File: src/rtl/mul_pkg.sv
// Shared definitions for the shift-add multiplier.
//   mul_state_t       : controller state encoding
//   MUL_DEFAULT_WIDTH : default operand width in bits
package mul_pkg;

    localparam int MUL_DEFAULT_WIDTH = 4;

    typedef enum logic [1:0] {
        IDLE = 2'd0,
        CALC = 2'd1,
        DONE = 2'd2
    } mul_state_t;

endpackage

File: src/rtl/shift_add_multiplier_if.sv
// Operand/product handshake bundle for the shift-add multiplier.
//   in_valid/in_ready           : operand handshake
//   multiplicand/multiplier     : unsigned operands M and Q
//   abort                       : synchronous cancel
//   out_valid/out_ready/product : result handshake, product is 2*WIDTH bits
//   busy                        : block is in CALC or DONE
// master drives operands and consumes the product; slave is the multiplier.
interface shift_add_multiplier_if import mul_pkg::*; #(
    parameter int WIDTH = MUL_DEFAULT_WIDTH
);

    logic                 in_valid;
    logic                 in_ready;
    logic [WIDTH-1:0]     multiplicand;
    logic [WIDTH-1:0]     multiplier;
    logic                 abort;
    logic                 out_valid;
    logic                 out_ready;
    logic [2*WIDTH-1:0]   product;
    logic                 busy;

    modport master (
        output in_valid, multiplicand, multiplier, abort, out_ready,
        input  in_ready, out_valid, product, busy
    );

    modport slave (
        input  in_valid, multiplicand, multiplier, abort, out_ready,
        output in_ready, out_valid, product, busy
    );

endinterface

File: src/rtl/multiplication_datapath.sv
// A/Q/M registers and the shift-add adder of the sequential multiplier.
//   clk, reset_n : clock and asynchronous active-low reset
//   load_i       : latch M and Q, clear A
//   step_i       : one add-then-shift-right step over {A, Q}
//   clear_i      : clear A and Q (abort); M is left as is
//   m_i, q_i     : operands captured on load_i
//   product_o    : {A[WIDTH-1:0], Q}, straight from registers
module multiplication_datapath import mul_pkg::*; #(
    parameter int WIDTH = MUL_DEFAULT_WIDTH
) (
    input  logic                 clk,
    input  logic                 reset_n,
    input  logic                 load_i,
    input  logic                 step_i,
    input  logic                 clear_i,
    input  logic [WIDTH-1:0]     m_i,
    input  logic [WIDTH-1:0]     q_i,
    output logic [2*WIDTH-1:0]   product_o
);

    logic [WIDTH:0]   a_q, a_d;
    logic [WIDTH-1:0] q_q, q_d;
    logic [WIDTH-1:0] m_q, m_d;
    logic [WIDTH:0]   sum;

    always_ff @(posedge clk or negedge reset_n) begin
        if (!reset_n) begin
            a_q <= '0;
            q_q <= '0;
            m_q <= '0;
        end else begin
            a_q <= a_d;
            q_q <= q_d;
            m_q <= m_d;
        end
    end

    always_comb begin
        // A[WIDTH] is always zero after a shift, so adding the full A is the
        // same as adding A[WIDTH-1:0]; the carry lands in sum[WIDTH].
        sum = a_q + (q_q[0] ? {1'b0, m_q} : '0);
        a_d = a_q;
        q_d = q_q;
        m_d = m_q;
        if (clear_i) begin
            a_d = '0;
            q_d = '0;
        end else if (load_i) begin
            a_d = '0;
            q_d = q_i;
            m_d = m_i;
        end else if (step_i) begin
            // {sum, Q} >> 1: sum's LSB moves into the top of Q
            a_d = {1'b0, sum[WIDTH:1]};
            q_d = {sum[0], q_q[WIDTH-1:1]};
        end
    end

    assign product_o = {a_q[WIDTH-1:0], q_q};

endmodule

File: src/rtl/shift_add_multiplier.sv
// Sequential unsigned multiplier: WIDTH shift-add steps per product.
//   clk, reset_n : clock and asynchronous active-low reset
//   bus (slave)  : operand handshake, abort, product handshake, busy
//
//   state | meaning
//   ------+-------------------------------------------------
//   IDLE  | in_ready high, waiting for an operand pair
//   CALC  | one shift-add step per clock, WIDTH steps total
//   DONE  | product valid, waiting for out_ready
module shift_add_multiplier import mul_pkg::*; #(
    parameter int WIDTH = MUL_DEFAULT_WIDTH
) (
    input  logic                   clk,
    input  logic                   reset_n,
    shift_add_multiplier_if.slave  bus
);

    localparam int CNT_W = (WIDTH > 1) ? $clog2(WIDTH) : 1;
    localparam logic [CNT_W-1:0] LAST_STEP = CNT_W'(WIDTH - 1);

    mul_state_t       state_q, state_d;
    logic [CNT_W-1:0] cnt_q, cnt_d;
    logic             out_valid_q, out_valid_d;
    logic             load, step, clear;

    always_ff @(posedge clk or negedge reset_n) begin
        if (!reset_n) begin
            state_q     <= IDLE;
            cnt_q       <= '0;
            out_valid_q <= 1'b0;
        end else begin
            state_q     <= state_d;
            cnt_q       <= cnt_d;
            out_valid_q <= out_valid_d;
        end
    end

    always_comb begin
        state_d     = state_q;
        cnt_d       = cnt_q;
        out_valid_d = out_valid_q;
        load        = 1'b0;
        step        = 1'b0;
        clear       = 1'b0;
        // abort beats both an accept in IDLE and a transfer in DONE
        if (bus.abort) begin
            state_d     = IDLE;
            cnt_d       = '0;
            out_valid_d = 1'b0;
            clear       = 1'b1;
        end else begin
            unique case (state_q)
                IDLE: begin
                    if (bus.in_valid) begin
                        load    = 1'b1;
                        cnt_d   = '0;
                        state_d = CALC;
                    end
                end
                CALC: begin
                    step  = 1'b1;
                    cnt_d = cnt_q + CNT_W'(1);
                    if (cnt_q == LAST_STEP) begin
                        state_d     = DONE;
                        out_valid_d = 1'b1;
                    end
                end
                DONE: begin
                    if (out_valid_q && bus.out_ready) begin
                        out_valid_d = 1'b0;
                        state_d     = IDLE;
                    end
                end
                default: begin
                    state_d     = IDLE;
                    out_valid_d = 1'b0;
                end
            endcase
        end
    end

    assign bus.in_ready  = (state_q == IDLE);
    assign bus.busy      = (state_q != IDLE);
    assign bus.out_valid = out_valid_q;

    multiplication_datapath #(.WIDTH(WIDTH)) u_datapath (
        .clk       (clk),
        .reset_n   (reset_n),
        .load_i    (load),
        .step_i    (step),
        .clear_i   (clear),
        .m_i       (bus.multiplicand),
        .q_i       (bus.multiplier),
        .product_o (bus.product)
    );

endmodule

File: src/flat_wrapper.sv
// flat-port wrapper written by rule: the top's interface ports become plain ports
module shift_add_multiplier_flat import mul_pkg::*;
#(
    parameter int WIDTH = MUL_DEFAULT_WIDTH
)
  (clk, reset_n, bus_in_valid, bus_multiplicand, bus_multiplier, bus_abort, bus_out_ready, bus_in_ready, bus_out_valid, bus_product, bus_busy);
  shift_add_multiplier_if #(.WIDTH(WIDTH)) bus_i ();
  input  logic clk;
  input  logic reset_n;
  input wire logic [$bits(bus_i.in_valid)-1:0] bus_in_valid;
  input wire logic [$bits(bus_i.multiplicand)-1:0] bus_multiplicand;
  input wire logic [$bits(bus_i.multiplier)-1:0] bus_multiplier;
  input wire logic [$bits(bus_i.abort)-1:0] bus_abort;
  input wire logic [$bits(bus_i.out_ready)-1:0] bus_out_ready;
  output wire logic [$bits(bus_i.in_ready)-1:0] bus_in_ready;
  output wire logic [$bits(bus_i.out_valid)-1:0] bus_out_valid;
  output wire logic [$bits(bus_i.product)-1:0] bus_product;
  output wire logic [$bits(bus_i.busy)-1:0] bus_busy;
  assign bus_i.in_valid = bus_in_valid;
  assign bus_i.multiplicand = bus_multiplicand;
  assign bus_i.multiplier = bus_multiplier;
  assign bus_i.abort = bus_abort;
  assign bus_i.out_ready = bus_out_ready;
  assign bus_in_ready = bus_i.in_ready;
  assign bus_out_valid = bus_i.out_valid;
  assign bus_product = bus_i.product;
  assign bus_busy = bus_i.busy;
  shift_add_multiplier #(.WIDTH(WIDTH)) u_core (.clk(clk), .reset_n(reset_n), .bus(bus_i));
endmodule
File: config.mk
export PLATFORM = sky130hd
export DESIGN_NAME = shift_add_multiplier_flat
export DESIGN_NICKNAME = d
export VERILOG_FILES = /design/src/rtl/mul_pkg.sv /design/src/rtl/shift_add_multiplier_if.sv /design/src/rtl/multiplication_datapath.sv /design/src/rtl/shift_add_multiplier.sv /design/src/flat_wrapper.sv
export SDC_FILE = /design/constraint.sdc
export NUM_CORES = 1
export LEC_CHECK = 0
export ABC_AREA = 0
export BUFFER_PORTS_ARGS = -buffer_cell sky130_fd_sc_hd__buf_2
export CORE_MARGIN = 8
export CORE_UTILIZATION = 30
export DETAILED_ROUTE_END_ITERATION = 10
export PLACE_DENSITY = 0.59
export SLEW_MARGIN = 5
export SYNTH_ARGS = -nofsm -noshare
export SYNTH_HDL_FRONTEND = slang
export SYNTH_HIERARCHICAL = 1
export SYNTH_SLANG_ARGS = --single-unit
export TNS_END_PERCENT = 30
File: constraint.sdc
create_clock -name clk -period 4.1 [get_ports clk]
set_input_delay 0.41 -clock clk [delete_from_list [all_inputs] [get_ports clk]]
set_output_delay 0.41 -clock clk [all_outputs]
set_load 0.1 [all_outputs]
## After elaboration in Yosys (flattened, before gate mapping)

Cells that the tools add are included.

| operators by class | value |
|---|---|
| $add $sub $neg | 2 |
| multiply operators | 0 |
| div/mod/pow operators | 0 |
| magnitude comparators | 0 |
| eq/ne operators | 7 |
| shift-type cells | 0 |
| muxes and demuxes | 25 |
| bitwise operators | 1 |
| reductions and logical operators | 9 |

Operator list:

| cell | number |
|---|---|
| 4-bit two-way mux | 4 |
| 5-bit two-way mux | 3 |
| 2-bit two-way mux | 6 |
| 1-bit two-way mux | 9 |
| 3-bit by 2-bit != test with 1-bit output, second input constant | 2 |
| 2-bit one-hot mux with 3 select lines | 1 |
| 3-bit AND reduction | 2 |
| 3-bit nonzero test | 2 |
| 5-bit by 4-bit adder with 5-bit output | 1 |
| 2-bit == test, second input constant | 2 |
| 2-bit one-hot mux with 2 select lines | 1 |
| 2-bit AND reduction | 2 |
| 3-bit != test, second input constant | 1 |
| 1-bit one-hot mux with 3 select lines | 1 |
| 2-bit by 1-bit adder with 2-bit output, second input constant | 1 |
| 2-bit by 1-bit == test with 1-bit output, second input constant | 1 |
| 2-bit zero test | 1 |
| 2-bit != test, second input constant | 1 |
| 2-bit nonzero test | 1 |
| 1-bit logical AND | 1 |
| 1-bit inverter | 1 |

| word-level totals | value |
|---|---|
| register bits | 18 |
| latch bits | 0 |
| RAM bits | 0 |
| ROM bits | 0 |
| input bits | 13 |
| output and inout port bits | 11 |
| word-level logic and storage cells | 50 |
| memories kept | 0 |

## Logic depth before layout (Yosys ltp)

Gate-level depths: netlist of the first run.

| depth | value |
|---|---|
| depth after elaboration | 6 |
| mapped depth | 8 |
| mapped depth without buffers | 7 |

## Modules after synthesis

Netlist of the first run, hierarchy kept.

By module, submodules not included:

| module | instances | cells an instance | area each (um2) | seq. area each (um2) |
|---|---|---|---|---|
| multiplication_datapath | 1 | 64 | 711.9 | 300.3 |
| shift_add_multiplier | 1 | 30 | 285.3 | 125.1 |

## Worst setup path before layout of the first run

No wires, ideal clock.

| timing path | value |
|---|---|
| kind | register to register |
| start | reg u_core.state_q[1] |
| end | reg u_core.u_datapath.m_q[0] |
| setup time | 125 ps |
| arrival time | 2823 ps |
| required time | 3975 ps |
| path slack | 1153 ps |
| stages on the path, launching flop included | 8 |
| buffers on the path | 2 |
| clock period less this slack | 2947 ps |
| cells stage by stage | dfrtp_1 > buf_6 > nor2_2 > inv_2 > nor3b_1 > buf_6 > and2b_2 > mux2_2 |

| between the ends | value |
|---|---|
| longest elaborated chain between the ends | 4 |

RTL lines:

| element | RTL line | RTL |
|---|---|---|
| start: declaration | shift_add_multiplier.sv:21 | `mul_state_t state_q, state_d;` |
| start signal: assignment | shift_add_multiplier.sv:32 | `state_q <= state_d;` |
| 2-bit zero test | n/a |  |
| via bus_in_ready | flat_wrapper.sv:15 | `output wire logic [$bits(bus_i.in_ready)-1:0] bus_in_ready;` |
| 1-bit two-way mux | shift_add_multiplier.sv:52 | `unique case (state_q)` |
| 1-bit two-way mux | shift_add_multiplier.sv:46 | `if (bus.abort) begin` |
| via u_core.load | shift_add_multiplier.sv:24 | `logic load, step, clear;` |
| 2-bit AND reduction (no source line) | n/a |  |
| end signal: assignment | multiplication_datapath.sv:34 | `m_q <= m_d;` |
| end: declaration | multiplication_datapath.sv:23 | `logic [WIDTH-1:0] m_q, m_d;` |

The timed path passes the listed nets, and every way through them passes these cells.
A chain may end at the register's enable or synchronous reset.

## Final worst setup path of the first run

| timing path | value |
|---|---|
| start | reg u_core.state_q[0] |
| end | reg u_core.u_datapath.m_q[3] |

| between the ends | value |
|---|---|
| longest elaborated chain between the ends | 4 |

RTL lines:

| element | RTL line |
|---|---|
| 2-bit zero test | shift_add_multiplier.sv:52 |
| 1-bit two-way mux | shift_add_multiplier.sv:52 |
| 1-bit two-way mux | shift_add_multiplier.sv:46 |
| via u_core.load | shift_add_multiplier.sv:24 |
| 2-bit AND reduction (no source line) | n/a |

The timed path passes the listed nets, and every way through them passes these cells.

==> results list, run 1 <==
* Minimum setup slack after placement: 1.64 ns
- After the first detailed-routing iteration, the DRC count stood at 30.
- The first global-routing pass estimated 3470 um of wire.
- Max Cap Violations: 0
- Filler instances: 345
- Number of endpoints with negative hold slack in the final report: 0
- Status: complete, no violations
* Overall via count from detail_route: 738
- Sum of buffers and inverters on the critical path: 1
- Fraction of synthesized cell area taken by the top area cell type: 42.7%
- Met3 wirelength from detailed routing: 156 um
- Arrival time reported for the critical path endpoint: 2.65 ns
- Counting every net in the synthesized netlist gives 113.
* Instance count of the mapped netlist: 94
* Length of routed met2 wiring: 951 um
- In the final routed layout, each cell accounts on average for 12.2 um.
- Setup total negative slack on the finished layout was measured at 0 ns.
* Slowest stage cell, crit path: nor3b_1
* Ys flop type: dfrtp_1
* Count of port buffers added during placement: 23
- Tightest Hold Check Type: in2async
- Average footprint of a synthesized cell: 10.6 sq um
* Die Footprint: 5430 sq um
- Number of global-route vias before repair: 802
- After detailed routing, the number of remaining DRC violations is 0.
- Setup violations, final: 0
- Number of enable flip-flop cells after synthesis: 0
* Area taken by flip-flops and latches: 425 sq um
- IO Count: 24
* Portion of the post-synthesis area used by sequential elements: 42.7%
* CP startpoint kind: flop
- Critical path class: reg2reg
* Floorplan row count: 21
- VDD sags by at most 0.216 mV.
* H-tree depth: 1
* Overall power of the completed layout: 357 uW
* Total routing resource utilization after global routing: 8.20%
- Layout net count: 137
- Die height: 73.7 um
- Number of buffers created by CTS: 3
* Leading cell type by number of instances after synthesis: dfrtp_1
- Clock-pin slew was measured on the worst setup and hold paths at 0.09 ns.
* Grt ovf: 0
* Leakage power summed over all cells: 0.567 nW
- Effective utilization at floorplan: 30.6%
- First-pass DRT Iterations: 4
* Async SR Flop Fraction: 100%
- Clock tree buffer depth: 2
* Rel. slew slack: 18.3%
- At the worst endpoint, the required time is 4.27 ns.
- For the pin with the worst max-slew slack, the measured transition is 1.22 ns.
- Traced cell by cell, the critical path runs through nor2_2, inv_2, nor3b_1, and2b_2, mux2_2.
- RSZ-0062 raised after global routing: false
* Routed met1 length: 875 um
* Min Clock Period, post-route: 2.47 ns
- Final GP Congestion: 0.693
- The tree built by TritonCTS fans out to 17 sinks.
- In this design, the stage delay of the slowest critical-path cell is 0.97 ns.
- Once detail routing completed, the nets flagged for antenna violations numbered 0.
* Largest net degree at the start of global routing: 18
- Setup slack on the critical path of the routed design comes to 1.63 ns.
- The initial antenna violation count was 0.
- Hold repair after CTS inserted 0 buffers.
* Highest routed layer: met3
- Clock latency on the worst-skew pair, taken at its later pin, is 0.28 ns.
- The final layout contains routed wiring with a total length of 1980 um.
* Detailed-placement wirelength estimate: 1600 um
* Dominant cell type by area after synthesis: dfrtp_1
* Worst hold slack after final layout: 0.0358 ns
- Count of buffers added by post-CTS timing repair for setup: 0
- Cell Area, Synth: 997 sq um
* Number of slew-limit violations in the final report: 0
- CTS-repair resized insts: 0
- CP top delay family: simple AND/OR/NAND/NOR gates
- In this run, synthesis produced a sequential element count of 17.
- Yosys attributes the largest share of cell area to dfrtp_1 (43%), mux2_2 (9.0%), mux2i_1 (7.0%).
* Ratio of routed vias to standard cells: 4.53
* Library cell used as clock root buffer: clkbuf_4
* Share of the clock period used by the worst path after layout: 60.3%
- Achievable Freq: 404 MHz
- CTS tree: yes
- In this run, distinct cell masters in the synthesized netlist total 31.
* Area growth, synth to finish: 16.1%
- By count the netlist is led by dfrtp_1 (17), inv_1 (8), mux2_2 (8), nor2_1 (8), mux2i_1 (7).
* Antenna diode count: 0
- Of all nets on the critical path, the largest fanout is 10.
- Power spread over the standard cell area amounts to 309 nW/um^2.
- The total area inside the core boundary comes to 3260 sq um.
* Share of cells above drive strength 1: 33.3%
- Kind of end point of the critical path: flop
* Clock Skew: 0.00293 ns
- During synthesis, Yosys emitted a total of 6 warnings.
- Horizontal die dimension: 73.7 um
- Summing all multi-input logic gate instances after layout gives 492 sq um.
==> area by class of cell <==
class	count	share of cell area, %
Multi-Input combinational cell	63	42.5
Sequential cell	17	36.8
Timing Repair Buffer	24	10.6
Tap cell	46	4.97
Inverter	9	2.92
Clock buffer	4	2.27
==> through the flow <==
stage | instance area, sq um | cells | utilization (%)
floorplan | 997 | 94 | -
global placement | 1130 | 159 | 34.7
detailed placement | 1130 | 159 | 34.7
CTS | 1160 | 163 | 35.5
global route | 1160 | 163 | 35.5
finish | 1160 | 163 | 35.5
==> sequential cells by signal (all words and copies together) (netlist names) <==
signal / cells
u_core/u_datapath/a_q: 4
u_core/u_datapath/m_q: 4
u_core/u_datapath/q_q: 4
u_core/cnt_q: 2
u_core/state_q: 2
u_core/bus.out_valid: 1
==> worst paths after layout <==
path                            slack, ns                       end  depth (start not counted)                startpoint
max in group asynchronous            3.79  u_core/u_datapath/a_q[0]                          1                   reset_n
worst min register to register       0.51  u_core/u_datapath/m_q[0]                          1  u_core/u_datapath/m_q[0]
worst min-delay path                 0.04         u_core/state_q[0]                          1                   reset_n
worst max-delay path                 1.63  u_core/u_datapath/m_q[3]                          5         u_core/state_q[0]
min in group clk                     0.36  u_core/u_datapath/m_q[3]                          2       bus_multiplicand[3]
worst max register to register       1.63  u_core/u_datapath/m_q[3]                          5         u_core/state_q[0]
==> power breakdown <==
| group | switching, mW | total, mW | internal [mW] |
|---|---|---|---|
| logic | 0.0544 | 0.0810 | 0.0266 |
| clock network | 0.0486 | 0.0863 | 0.0377 |
| registers | 0.00906 | 0.190 | 0.181 |
==> metal layers <==
metal / global-route usage, % / vias to the layer above
met4: 1.33 / 0
li1: - / 374
met1: 9.47 / 350
met3: 4.50 / 0
met2: 13.1 / 14
met5: 0 / -
==> kinds of logic after synthesis <==
| family | count (synthesis) | synth area share, % |
|---|---|---|
| AO/OA/AOI/OAI | 12 | 7.53 |
| flip-flops | 17 | 42.7 |
| buffers and inverters | 14 | 8.03 |
| adder cells (fa/ha/maj) | 6 | 8.28 |
| AND/OR/NAND/NOR | 29 | 16.6 |
| XOR/XNOR | 1 | 0.878 |
| multiplexers | 15 | 16.1 |
==> cells in the final DEF (no fill, tap or decap), drive strengths merged, types with 2 or more instances in the layout <==
master / n
nand2: 2
o21ai: 2
dfrtp: 17
inv: 9
a21oi: 5
nor2: 9
and2: 4
nor3: 3
buf: 24
mux2: 8
ha: 5
clkbuf: 4
nor3b: 3
nand3: 3
mux2i: 7
Power figures use the tool's default switching activity.
==> run 2: changes to the inputs <==
--- a/config.mk
+++ b/config.mk
@@ -10,7 +10,7 @@
 export CORE_MARGIN = 8
 export CORE_UTILIZATION = 30
 export DETAILED_ROUTE_END_ITERATION = 10
-export PLACE_DENSITY = 0.59
+export PLACE_DENSITY = 0.61
 export SLEW_MARGIN = 5
 export SYNTH_ARGS = -nofsm -noshare
 export SYNTH_HDL_FRONTEND = slang
==> constraint.sdc (replaced) <==
create_clock -name clk -period 2 [get_ports clk]
set_input_delay 0.2 -clock clk [delete_from_list [all_inputs] [get_ports clk]]
set_output_delay 0.2 -clock clk [all_outputs]
set_load 0.1 [all_outputs]
==> results list, run 2 (synthesized netlist as in run 1, its figures left out) <==
* Number of slew-limit violations in the final report: 0
- After routing, the total negative slack on setup checks comes to 0 ns.
- Area growth, synth to finish: 19.6%
- Row generation in the floorplan step produced 21 rows.
- Antenna violations before repair: 0
* Share of the clock period used by the worst path after layout: 86.3%
- Tightest Hold Check Type: in2reg
* Die Footprint: 5430 sq um
- Layout net count: 139
* CP startpoint kind: flop
- Number of buffers created by CTS: 3
- CTS built an H-tree with a depth of 1.
* IO Count: 24
* Average wire per standard cell: 12.5 um
- Number of endpoints with negative hold slack in the final report: 0
* Peak supply drop: 0.389 mV
* Largest net degree at the start of global routing: 18
- Arrival time reported for the critical path endpoint: 1.95 ns
- The startpoint identified for the worst register-to-register timing path is u_core/state_q[0].
- Endpoint of the most critical register-to-register path: u_core/u_datapath/a_q[2]
* First-pass DRT Iterations: 4
- For this configuration, the core starts out at a cell density of 30.6%.
* Library cell used as clock root buffer: clkbuf_4
* Min-Delay Path Depth: 2
- Area inside the core boundary: 3260 sq um
- The clock passes through at most 2 buffers.
- Ratio of routed vias to standard cells: 4.54
- Count of buffers added by post-CTS timing repair for setup: 0
- The die is 73.7 um tall.
- For hold timing, the worst endpoint is u_core/u_datapath/m_q[1].
* Met3 wirelength from detailed routing: 163 um
* Commonest cells after routing, fill and taps aside: buf_2 (23), dfrtp_1 (17), inv_1 (8), nor2_1 (8), mux2_2 (8)
* Initial detailed-routing violation count: 43
* CTS tree: yes
- Of the cells placed in the final design, the portion with a size suffix greater than 1 is 34.5%.
- Setup repair after global routing left no endpoint under its margin.
- PD cells: 623 nW/um^2
- The via count of the first global-routing pass was 802.
- The number of cells on the worst reg-to-reg path is 5.
- Setup violations remaining at the end of the flow were counted as 0.
- In the routed design, unresolved DRC markers number 0.
* Register-to-Register Setup Slack: 0.27 ns
* Detail Route Antenna Nets: 0
- For this block, wires on met1 add up to 919 um.
- The routed design could run at a clock period as short as 1.73 ns.
- Launch point of the worst hold path: bus_multiplicand[1]
* Wire length of the first global-routing pass: 3580 um
- Wire segments on met2 add up to 978 um in the final route.
* Overall via count from detail_route: 749
- Antenna diode count: 0
- Overall power consumption after layout is estimated at 743 uW.
* Leakage power summed over all cells: 0.581 nW
* Clock Skew: 0.00111 ns
- Grt ovf: 0
* Count of port buffers added during placement: 23
- Highest routed layer: met3
- The run finished with clean final reports.
* Wire length reported by the detailed router: 2060 um
* Rel. slew slack: 67.5%
* Final GP Congestion: 0.750
* Critical path class: reg2reg
- Detailed placement finished with a half-perimeter wire length of 1660 um.
* Max Cap Violations: 0
- The largest registers in the layout are u_core/u_datapath/a_q: 4 flops, u_core/u_datapath/m_q: 4 flops, u_core/u_datapath/q_q: 4 flops.
- Counting the fill cells in the layout gives 369.
- After clock tree synthesis, the clock-pin slew on the worst setup and hold paths is 0.09 ns.
- Total routing resource utilization after global routing: 8.47%
- Measured along the x axis, the die boundary spans 73.7 um.
- Required time of the critical path: 2.23 ns
- Leading cell type in the layout, fill and taps excluded: buf_2
- Max Fanout on Critical Path: 11
* Slew at the pin with the worst max-slew slack: 0.490 ns
- Clock sinks: 17
- The worst setup path is captured at a flop.
- The later pin in the worst-skew pair is clocked with a latency of 0.28 ns.
- Achievable Freq: 580 MHz
run 2: metal layers:
metal | vias to the layer above | GRT usage [%]
met5 | - | 0
met4 | 0 | 1.33
met2 | 19 | 13.6
li1 | 375 | -
met1 | 355 | 9.99
met3 | 0 | 4.23
run 2: how the worst max path moves through the flow:
stage                             startpoint                       end  depth (start not counted)
finish                     u_core/state_q[0]  u_core/u_datapath/a_q[2]                          5
global route               u_core/state_q[0]  u_core/u_datapath/a_q[2]                          5
CTS                        u_core/state_q[0]  u_core/u_datapath/a_q[2]                          5
detailed placement         u_core/state_q[0]  u_core/u_datapath/m_q[0]                          5
global placement    u_core/u_datapath/q_q[0]  u_core/u_datapath/a_q[1]                          7
floorplan                  u_core/state_q[0]  u_core/u_datapath/m_q[0]                          7
run 2: stage by stage:
step / hold slack [ns] / instances / util, % / instance area (sq um) / setup WS (ns)
after global placement: 0.142 / 160 / 35.5 / 1160 / 0.315
after floorplan: -0.0956 / 94 / - / 1010 / -0.230
after CTS: 0.133 / 165 / 36.6 / 1190 / 0.271
after global routing: 0.124 / 165 / 36.6 / 1190 / 0.132
final: 0.142 / 165 / 36.6 / 1190 / 0.275
after detailed placement: 0.142 / 160 / 35.5 / 1160 / 0.303
run 2: repair_timing:
action	in CTS	in global routing
gates resized for setup	0	0
endpoints found under the hold margin	17	0
hold buffers	1	0
run 2: worst max-delay path: stages (launching register included):
cell and delay [ns]:
dfrtp_1 0.55, nor3b_1 0.23, buf_4 0.21, or4b_1 0.45, a21o_1 0.18, nand3_2 0.05
run 2: layout make-up:
cell class	instances	area, sq um	area share, %
Tap cell	46	57.6	4.83
Multi-Input combinational cell	63	502	42.1
Sequential cell	17	425	35.7
Inverter	9	41.3	3.46
Clock buffer	4	26.3	2.20
Timing Repair Buffer	26	140	11.8
run 2: power breakdown:
part	total [mW]	switching [mW]	leakage [nW]	internal, mW
Combinational	0.173	0.114	0.341	0.0593
Clock	0.179	0.102	0.0150	0.0774
Sequential	0.390	0.0192	0.225	0.371
Total	0.743	0.235	0.581	0.508
==> run 3: changes to the inputs <==
--- a/config.mk
+++ b/config.mk
@@ -8,9 +8,9 @@
 export ABC_AREA = 0
 export BUFFER_PORTS_ARGS = -buffer_cell sky130_fd_sc_hd__buf_2
 export CORE_MARGIN = 8
-export CORE_UTILIZATION = 30
+export CORE_UTILIZATION = 46
 export DETAILED_ROUTE_END_ITERATION = 10
-export PLACE_DENSITY = 0.61
+export PLACE_DENSITY = 0.82
 export SLEW_MARGIN = 5
 export SYNTH_ARGS = -nofsm -noshare
 export SYNTH_HDL_FRONTEND = slang
==> constraint.sdc (replaced) <==
create_clock -name clk -period 1.4 [get_ports clk]
set_input_delay 0.14 -clock clk [delete_from_list [all_inputs] [get_ports clk]]
set_output_delay 0.14 -clock clk [all_outputs]
set_load 0.1 [all_outputs]
==> results list, run 3 (synthesized netlist as in run 1, its figures left out) <==
- Setup repair after global routing could not meet its margin everywhere.
- After routing the design area is 1370 sq um.
* CTS tree: yes
- In this run the cell area measured after placement is 1260 sq um.
- Failing checks: setup timing
- The final hold violation count is 0.
- Wire length reported by the detailed router: 2490 um
- Leakage power summed over all cells: 0.669 nW
- Share of cells above drive strength 1: 47.4%
* Commonest cells after routing, fill and taps aside: buf_2 (20), dfrtp_1 (17), buf_4 (14)
- The critical path starts at u_core/u_datapath/q_q[0].
- Overall power of the completed layout: 1.15 mW
- 24 I/O pins were placed.
- Setup violations remaining at the end of the flow were counted as 12.
- STA classifies the critical path startpoint as a flop.
- Prior to clock tree synthesis, the placed netlist has a worst setup slack of -0.210 ns.
- Leading cell type in the layout, fill and taps excluded: buf_2
- The worst register-to-register path has a setup slack of -0.23 ns.
* Largest net degree at the start of global routing: 18
* Die height: 62.6 um
- For this design, the sink count on the clock tree is 17.
* Max Fanout on Critical Path: 4
- Area inside the core boundary: 2130 sq um
- Once detail routing completed, the nets flagged for antenna violations numbered 0.
- Post-route insts no fill: 161
* Floorplan row count: 17
* Endpoint of the most critical register-to-register path: u_core/u_datapath/a_q[1]
- PD cells: 840 nW/um^2
- The via count of the first global-routing pass was 889.
- The area growth from synthesis to layout is 37.0%.
* Required time of the critical path: 1.60 ns
- The die covers 3910 sq um.
- Number of DRC violations after detailed routing: 0
- After global routing the overflow that remains totals 0.
- Detailed placement finished with a half-perimeter wire length of 1780 um.
* Rel. slew slack: 67.8%
* Clock latency at the later pin of the worst-skew pair: 0.29 ns
* Antenna violations before repair: 0
* Filler instances: 176
* Library cell used as clock root buffer: clkbuf_4
- Share of the clock period used by the worst path after layout: 116%
* Number of cells on the worst reg-to-reg path: 7
- The most critical setup path has its endpoint at u_core/u_datapath/a_q[1].
- Final GP Congestion: 0.839
- Max Cap Violations: 0
* Min Clock Period, post-route: 1.63 ns
* Ratio of routed vias to standard cells: 5.14
* Clock tree buffer depth: 2
* Critical path class: reg2reg
- Effective utilization at floorplan: 46.9%
- In the final timing run, aggregate negative setup slack is -1.67 ns.
* Status: finished, violations left
- During placement, the flow inserted port buffers numbering 23.
- From left edge to right edge, the die measures 62.6 um.
- Global routing used 12.6% of the available tracks.
- Clock-pin slew was measured on the worst setup and hold paths at 0.10 ns.
* Wire length of the first global-routing pass: 4070 um
* Number of slew-limit violations in the final report: 0
- Slew at the pin with the worst max-slew slack: 0.487 ns
- Startpoint of the worst-slack reg-to-reg timing path: u_core/u_datapath/q_q[0]
- Least setup slack across all paths after layout: -0.229 ns
* First-pass DRT Iterations: 4
- The number of antenna diodes in the final layout is 0.
- On the final layout, the worst clock skew is 0.000940 ns.
* Regs by FF count: u_core/u_datapath/a_q: 4 flops, u_core/u_datapath/m_q: 4 flops, u_core/u_datapath/q_q: 4 flops
- Tightest Hold Check Type: in2reg
- STA puts the critical path data arrival time at 1.82 ns.
- The final route contains 827 vias.
- Achievable Freq: 614 MHz
- After detailed routing, the average wire length per cell comes to 15.4 um.
* Initial detailed-routing violation count: 39
- VDD sags by at most 0.678 mV.
- The worst setup path is captured at a flop.
- H-tree depth: 1
* Number of buffers created by CTS: 3
- Layout net count: 153
- Including well taps, the total number of placed cells is 155.
run 3: changes by cell type in the layout (fill, tap and decap cells not counted), sizes merged:
cell    delta
buf       +13
clkbuf     +1
run 3: final cells by class:
cell class              count  area, sq um  share of cell area [%]
flip-flops and latches     17          425                    31.1
inverters                   9         41.3                    3.02
repair buffers             40          285                    20.9
well taps                  28         35.0                    2.56
multi-input cells          63          553                    40.5
clock buffers               4         26.3                    1.92
run 3: through the flow:
step	hold WS, ns	utilization (%)
finish	0.0806	64.2
global route	0.0699	64.2
CTS	0.0739	62.4
detailed placement	0.0830	59.3
global placement	0.0762	59.3
floorplan	-0.156	-
run 3: timing repair:
action / in CTS / in global routing
setup endpoints to repair: 12 / 15
pin swaps: 3 / 3
resized for setup: 5 / 10
hold buffers: 1 / 0
buffers inserted: 0 / 1
endpoints found under the hold margin: 17 / 0
run 3: critical path, stage by stage, from the launching register on:
cell	delay [ns]
dfrtp_1	0.40
and2_1	0.14
ha_2	0.19
inv_2	0.04
fa_2	0.35
xnor2_1	0.14
mux2i_1	0.09
nor3_1	0.18
run 3: per-layer routing:
| metal | share of wire [%] | vias to the layer above | track usage, % |
|---|---|---|---|
| li1 | - | 401 | - |
| met1 | 39 | 408 | 13.5 |
| met2 | 57 | 14 | 22.6 |
| met3 | 2.3 | 4 | 2.33 |
| met4 | 2.1 | 0 | 6.84 |
| met5 | 0 | - | 0 |
run 3: worst min path at each step:
stage / startpoint / endpoint / slack (ns) / depth (start not counted)
final: bus_multiplicand[3] / u_core/u_datapath/m_q[3] / 0.08 / 2
after floorplan: reset_n / u_core/bus.out_valid / -0.16 / 0
after global routing: bus_multiplicand[0] / u_core/u_datapath/m_q[0] / 0.07 / 2
after global placement: reset_n / u_core/bus.out_valid / 0.08 / 1
after CTS: bus_multiplicand[1] / u_core/u_datapath/m_q[1] / 0.07 / 2
after detailed placement: reset_n / u_core/bus.out_valid / 0.08 / 1
run 3: where the power goes:
group          internal [mW]  total, mW  switching, mW
Sequential             0.530      0.561         0.0305
Combinational          0.133      0.317          0.184
Clock                  0.111      0.270          0.160
